`config.mk`:
```
export PLATFORM = sky130hd
export DESIGN_NAME = mem_port_arbiter
export DESIGN_NICKNAME = d
export VERILOG_FILES = /design/src/rtl/cpu_mem_pkg.sv /design/src/rtl/mem_lat_timer.sv /design/src/rtl/mem_port_arbiter.sv
export SDC_FILE = /design/constraint.sdc
export NUM_CORES = 1
export LEC_CHECK = 0
export BUFFER_PORTS_ARGS = -buffer_cell sky130_fd_sc_hd__buf_4
export CORE_AREA = 2 2 85 87
export DETAILED_ROUTE_END_ITERATION = 16
export DIE_AREA = 0 0 87 89
export RECOVER_POWER = 25
export SYNTH_ARGS = -nofsm -noshare
export SYNTH_HDL_FRONTEND = slang
export SYNTH_SLANG_ARGS = --single-unit
```
`constraint.sdc`:
```
create_clock -name clk -period 2.95 [get_ports clk]
set_input_delay 0.59 -clock clk [delete_from_list [all_inputs] [get_ports clk]]
set_output_delay 0.59 -clock clk [all_outputs]
set_load 0.02 [all_outputs]
```
`src/rtl/cpu_mem_pkg.sv`:
```
// Shared types and defaults for the unified-memory port of the 16-bit pipeline.
// Latency: n/a (declarations only).
// Backpressure: n/a (declarations only).
package cpu_mem_pkg;

    localparam int ADDR_W_DEF = 16;
    localparam int DATA_W_DEF = 16;

    // Arbiter FSM encoding, kept as plain constants so older blocks can share it.
    typedef logic [1:0] arb_state_t;
    localparam arb_state_t IDLE    = 2'd0;
    localparam arb_state_t BUSY_IF = 2'd1;
    localparam arb_state_t BUSY_DM = 2'd2;

endpackage

```
`src/rtl/mem_lat_timer.sv`:
```
// Counts the cycles of one memory transaction: 0 on the strobe cycle up to MEM_LAT on data return.
// Latency: start_o in the first busy cycle after a restart, done_o MEM_LAT cycles later.
// Backpressure: none; the timer free-runs while busy and is restarted by every grant.
module mem_lat_timer #(
    parameter int MEM_LAT = 2,
    parameter int CNT_W   = $clog2(MEM_LAT + 1)
) (
    input  logic clk,
    input  logic rst,
    input  logic busy_i,
    input  logic restart_i,
    output logic start_o,
    output logic done_o
);

    localparam logic [CNT_W-1:0] LAST = CNT_W'(MEM_LAT);

    logic [CNT_W-1:0] lat_cnt_q;
    logic [CNT_W-1:0] lat_cnt_d;

    // Next count: a grant restarts at 0, otherwise step towards LAST while a transaction runs.
    always_comb begin
        lat_cnt_d = '0;
        if (restart_i) begin
            lat_cnt_d = '0;
        end else if (busy_i && (lat_cnt_q != LAST)) begin
            lat_cnt_d = lat_cnt_q + CNT_W'(1);
        end
    end

    // Counter register; reset abandons any transaction in flight.
    always_ff @(posedge clk or posedge rst) begin
        if (rst) begin
            lat_cnt_q <= '0;
        end else begin
            lat_cnt_q <= lat_cnt_d;
        end
    end

    assign start_o = busy_i && (lat_cnt_q == '0);
    assign done_o  = busy_i && (lat_cnt_q == LAST);

endmodule

```
`src/rtl/mem_port_arbiter.sv`:
```
// Shares one single-port fixed-latency memory between instruction fetch and data access.
// Latency: request seen in cycle T -> mem_en in T+1 -> valid in T+1+MEM_LAT; back-to-back grants.
// Backpressure: losing/waiting stage is held via stall_if/stall_mem until its valid pulse.
module mem_port_arbiter import cpu_mem_pkg::*; #(
    parameter int ADDR_W     = ADDR_W_DEF,
    parameter int DATA_W     = DATA_W_DEF,
    parameter int MEM_LAT    = 2,
    parameter int STARVE_MAX = 3
) (
    input  logic              clk,
    input  logic              rst,
    input  logic              if_req,
    input  logic [ADDR_W-1:0] if_addr,
    output logic              if_valid,
    output logic [DATA_W-1:0] if_rdata,
    input  logic              dm_req,
    input  logic              dm_we,
    input  logic [ADDR_W-1:0] dm_addr,
    input  logic [DATA_W-1:0] dm_wdata,
    output logic              dm_valid,
    output logic [DATA_W-1:0] dm_rdata,
    output logic              stall_if,
    output logic              stall_mem,
    output logic              mem_en,
    output logic              mem_we,
    output logic [ADDR_W-1:0] mem_addr,
    output logic [DATA_W-1:0] mem_wdata,
    input  logic [DATA_W-1:0] mem_rdata
);

    localparam int              SW         = $clog2(STARVE_MAX + 1);
    localparam logic [SW-1:0]   STARVE_LIM = SW'(STARVE_MAX);

    arb_state_t        state_q, state_d;
    logic [SW-1:0]     starve_q, starve_d;
    logic [ADDR_W-1:0] addr_q, addr_d;
    logic [DATA_W-1:0] wdata_q, wdata_d;
    logic              we_q, we_d;

    logic busy, start, done;
    logic if_done, dm_done;
    logic arb_en, if_cand, dm_cand;
    logic if_win, dm_win, grant;

    mem_lat_timer #(
        .MEM_LAT (MEM_LAT)
    ) u_timer (
        .clk       (clk),
        .rst       (rst),
        .busy_i    (busy),
        .restart_i (grant),
        .start_o   (start),
        .done_o    (done)
    );

    assign busy    = (state_q != IDLE);
    assign if_done = done && (state_q == BUSY_IF);
    assign dm_done = done && (state_q == BUSY_DM);

    // The requester being completed still holds its req this cycle, so it is not a candidate.
    assign arb_en  = !busy || done;
    assign if_cand = if_req && !if_done;
    assign dm_cand = dm_req && !dm_done;
    assign if_win  = arb_en && if_cand && (!dm_cand || (starve_q == STARVE_LIM));
    assign dm_win  = arb_en && dm_cand && !if_win;
    assign grant   = if_win || dm_win;

    // Next state, grant capture and fetch-starvation tracking.
    always_comb begin
        state_d  = state_q;
        addr_d   = addr_q;
        wdata_d  = wdata_q;
        we_d     = we_q;
        starve_d = starve_q;

        if (if_win) begin
            state_d = BUSY_IF;
            addr_d  = if_addr;
            wdata_d = '0;
            we_d    = 1'b0;
        end else if (dm_win) begin
            state_d = BUSY_DM;
            addr_d  = dm_addr;
            wdata_d = dm_wdata;
            we_d    = dm_we;
        end else if (done) begin
            state_d = IDLE;
        end

        // Count data grants taken while fetch was waiting; any fetch grant or idle fetch clears it.
        if (if_win || !if_req) begin
            starve_d = '0;
        end else if (dm_win && (starve_q != STARVE_LIM)) begin
            starve_d = starve_q + SW'(1);
        end
    end

    // State and grant registers; reset drops any transaction in flight.
    always_ff @(posedge clk or posedge rst) begin
        if (rst) begin
            state_q  <= IDLE;
            starve_q <= '0;
            addr_q   <= '0;
            wdata_q  <= '0;
            we_q     <= 1'b0;
        end else begin
            state_q  <= state_d;
            starve_q <= starve_d;
            addr_q   <= addr_d;
            wdata_q  <= wdata_d;
            we_q     <= we_d;
        end
    end

    assign mem_en    = start;
    assign mem_we    = start && we_q;
    assign mem_addr  = addr_q;
    assign mem_wdata = wdata_q;

    assign if_valid  = if_done;
    assign if_rdata  = if_done ? mem_rdata : '0;
    assign dm_valid  = dm_done;
    assign dm_rdata  = (dm_done && !we_q) ? mem_rdata : '0;

    assign stall_if  = if_req && !if_valid;
    assign stall_mem = dm_req && !dm_valid;

endmodule
```
==> run summary <==
The logs give 1.76 nW for the static power due to leakage and 0 for the total DRC errors in the routed layout. The internal power of the cells totals 1.76 mW. Counting flops with a built-in enable in the synthesized netlist gives 0. Among all flip-flop cells after synthesis, the most frequent one is dfrtp_1.

The clock passes through at most 2 buffers. The area share of xor/xnor cells in the synthesized design came out at 0.436%. The tools report the hold violation count in the final report as 0. The number of port buffers is 138. The library cell used most frequently in the layout, excluding fill and tap cells, is buf_4. Dividing total power by cell area gives a power density of 913 mW/mm². The worst hold slack came out at 0.416 ns. The logs give 0 for the post-cts resize count and 1763 for the via count of the first global-routing pass. The worst path required time is 2.36 ns, and the overall die height is 89 µm. Per-cell via count in the routed design: 4.67.

The headroom to the max-slew limit came out at 54.0%. In the final routed layout, each cell accounts on average for 14.1 µm. The transition at the pin with the smallest max-transition slack was 0.690 ns; the mean post-synth cell area was 10.9 µm².

The adder-cell share of the synthesized area is 1.87%. Data arrives at the worst endpoint at 1.81 ns. For the number of clock buffers inserted by TritonCTS, the log shows 5.

The root buffer cell chosen for the clock tree is clkbuf_8. The logs give 54.8% for the part of the power in combinational logic and 47.6% for the share of the core filled with cells. Dividing the final minimum period by the clock period gives 81.4%. The biggest fanout along the worst timing path was 18. The logs give 66 for the initial detailed-routing violation count and 4360 µm for the HPWL after detailed placement. The routed design has 5650 µm of wire. Path category of the worst min-delay check: input pin to async pin. The largest family of logic cells by synthesized area is simple AND/OR/NAND/NOR gates. The number of antenna diodes in the final layout is 0. The run gives 0.00672 mm² as the core region area.

Entering global routing, the biggest net connects 40 pins. Synthesis instantiated 33 different standard cells from the library. In this run switching power makes up 39.8% of total power. For the final database, setup skew stands at 0.00596 ns.

Once the floorplan was initialized, standard cells occupied 29.9% of the core. For the final routed database, the setup TNS stands at 0 ns. The kind of launch point of the worst setup path was a register. The via total after detailed routing came out at 1873. The share of synthesized area occupied by flip-flops and latches is 48.6%, and the share of synthesized cell area in and, or, nand and nor gates is 17.8%.

Overall power consumption after layout is estimated at 2.92 mW. Global routing used 13.7% of the available tracks across all layers. The logs give 30 for the row count and 392 for the number of nets at the end of the flow. Across the VDD grid, the largest voltage drop is 0.000394 V.

The number of top-level design ports was 139; the fraction of layout cells with a size suffix above 1 was 49.8%. Static timing analysis puts the maximum clock frequency at 417 MHz. The run gives 13.5% as the portion of total power attributed to the clock network.

The smallest clock period supported by the final layout is computed as 2.40 ns. The run gives 393 as the instance count after placement with tap cells included. The post-route antenna net violation count was 0; the number of setup buffers added after CTS was 0. The top cell types in the final layout, fill and taps aside, are buf_4 (141), dfrtp_1 (39), and2_1 (35), a22o_1 (17), nand3_1 (11). Registers are responsible for 31.7% of the overall power. Gate count of the mapped netlist: 184.

After filler insertion, the fill cell instance count of the layout stands at 647. The type of element capturing the critical path is an output pin. For the area of the die, the log shows 0.00774 mm².

The finished layout holds 401 standard cells, fillers aside. Setup repair after global routing left no endpoint under its margin. The post-synthesis register bit count was 39.

At the later pin of the worst-skew pair, clock insertion delay measures 0.29 ns. The tools report the clock sink count as 39. Summed over all nets, the switching power comes to 1.16 mW. The routability congestion estimate from global placement was 0.703; the number of warnings issued by yosys was 0. The hold buffer count at CTS was 0; the initial antenna violation count was 0. The number of nets in the synthesized netlist is 256. For the max-slew violation total from the final report, the log shows 0. The first detailed-routing pass ran for 4 iterations. Compared with the post-synthesis result, the final layout area differs by 59.4%. The first global-routing pass estimated 8260 µm of wire. For this run the aggregate overflow at the end of global routing stands at 0. Measured against the total synthesized area, the mux share comes to 12.1%. In this run the horizontal extent of the chip is 87 µm. Counting flops with an async set or reset pin after synthesis yields a share of 100%.

Max-cap violations in this run came to 0. The clock-pin slew reported for the worst setup and hold paths after clock tree synthesis works out to 0.07 ns. The run finished with clean final reports. TritonCTS built the clock tree.

CTS built an H-tree with a depth of 2. Number of endpoints failing setup at the final stage: 0. Summing the areas of all compound-gate instances in the mapped netlist gives 14.3% of the synthesized area. Summing every instance area after synthesis gives 0.00201 mm². The setup path with the least slack is of type register to output pin.
==> critical path, cell delays in order, from the launching register on <==
cell and delay (ns):
dfrtp_1 0.38, inv_1 0.08, ha_1 0.25, nand2_1 0.15, nor2_1 0.16, buf_4 0.22, and2_1 0.16, buf_4 0.14
==> per-stage QoR <==
| stage | cell area (µm²) | setup WS, ns |
|---|---|---|
| 2_1_floorplan | 2010 | 0.638 |
| 3_3_place_gp | 3100 | 0.835 |
| 3_5_place_dp | 3100 | 0.815 |
| 4_1_cts | 3200 | 0.519 |
| 5_1_grt | 3200 | 0.334 |
| 6_report | 3200 | 0.549 |
==> power groups by stage <==
stage	logic, mW	clock network [mW]	registers (mW)
floorplan	0.783	0	1.16
global placement	1.60	0	0.942
detailed placement	1.62	0	0.933
CTS	1.62	0.410	0.928
global route	1.73	0.433	0.960
finish	1.60	0.395	0.927
==> metal layers <==
metal | GRT usage (%) | vias to the layer above | share of wire [%]
li1 | - | 917 | -
met5 | 0 | - | 0
met3 | 5.36 | 6 | 11
met1 | 15.9 | 856 | 40
met4 | 4.69 | 0 | 1.4
met2 | 23.2 | 94 | 48
==> sequential cells by signal, indices dropped and copies added, names as in the netlist <==
register	cells
u_timer.lat_cnt_q	2
mem_addr	16
mem_wdata	16
state_q	2
we_q	1
starve_q	2
==> synthesized netlist by cell type, types with 2 or more instances <==
library cell	instances	area, µm²
dfrtp_1	39	976
and2_1	35	219
a22o_1	17	149
nand3_1	11	55.1
mux2i_1	10	100
o21ai_1	10	50.1
clkbuf_1	7	26.3
inv_1	7	26.3
mux2_2	6	67.6
mux2_4	5	75.1
and3_1	4	25.0
nor2_1	4	15.0
ha_1	3	37.5
nand2_1	3	11.3
a22oi_1	2	15.0
buf_2	2	10.0
buf_4	2	15.0
buf_6	2	22.5
==> path summary, 6_finish.rpt <==
path	start	end	slack, ns	cells after the start
max in group asynchronous	rst	state_q[0]$_DFFE_PP0P_	2.17	3
min	rst	mem_wdata[14]$_DFFE_PP0N_	0.42	3
max	u_timer.lat_cnt_q[0]$_DFF_PP0_	if_rdata[13]	0.55	7
min in group clk	u_timer.lat_cnt_q[0]$_DFF_PP0_	u_timer.lat_cnt_q[0]$_DFF_PP0_	0.44	1
min reg2reg	u_timer.lat_cnt_q[0]$_DFF_PP0_	u_timer.lat_cnt_q[0]$_DFF_PP0_	0.44	1
max reg2reg	starve_q[0]$_DFFE_PP0P_	mem_addr[10]$_DFFE_PP0N_	0.84	5
==> cell type report <==
cell class,instances,area (µm²),area share [%]
inverter,7,26.3,0.821
timing repair buffer,142,1070,33.3
multi-input combinational,125,932,29.1
tap,80,100,3.13
clock buffer,8,100,3.13
sequential,39,976,30.5
==> kinds of logic after synthesis <==
| family | after synthesis |
|---|---|
| fa+ha+maj | 3 |
| buf+inv | 20 |
| flops | 39 |
| compound gates | 38 |
| simple gates | 62 |
| xor+xnor | 1 |
| mux | 21 |
(Power assumes the default switching activity.)
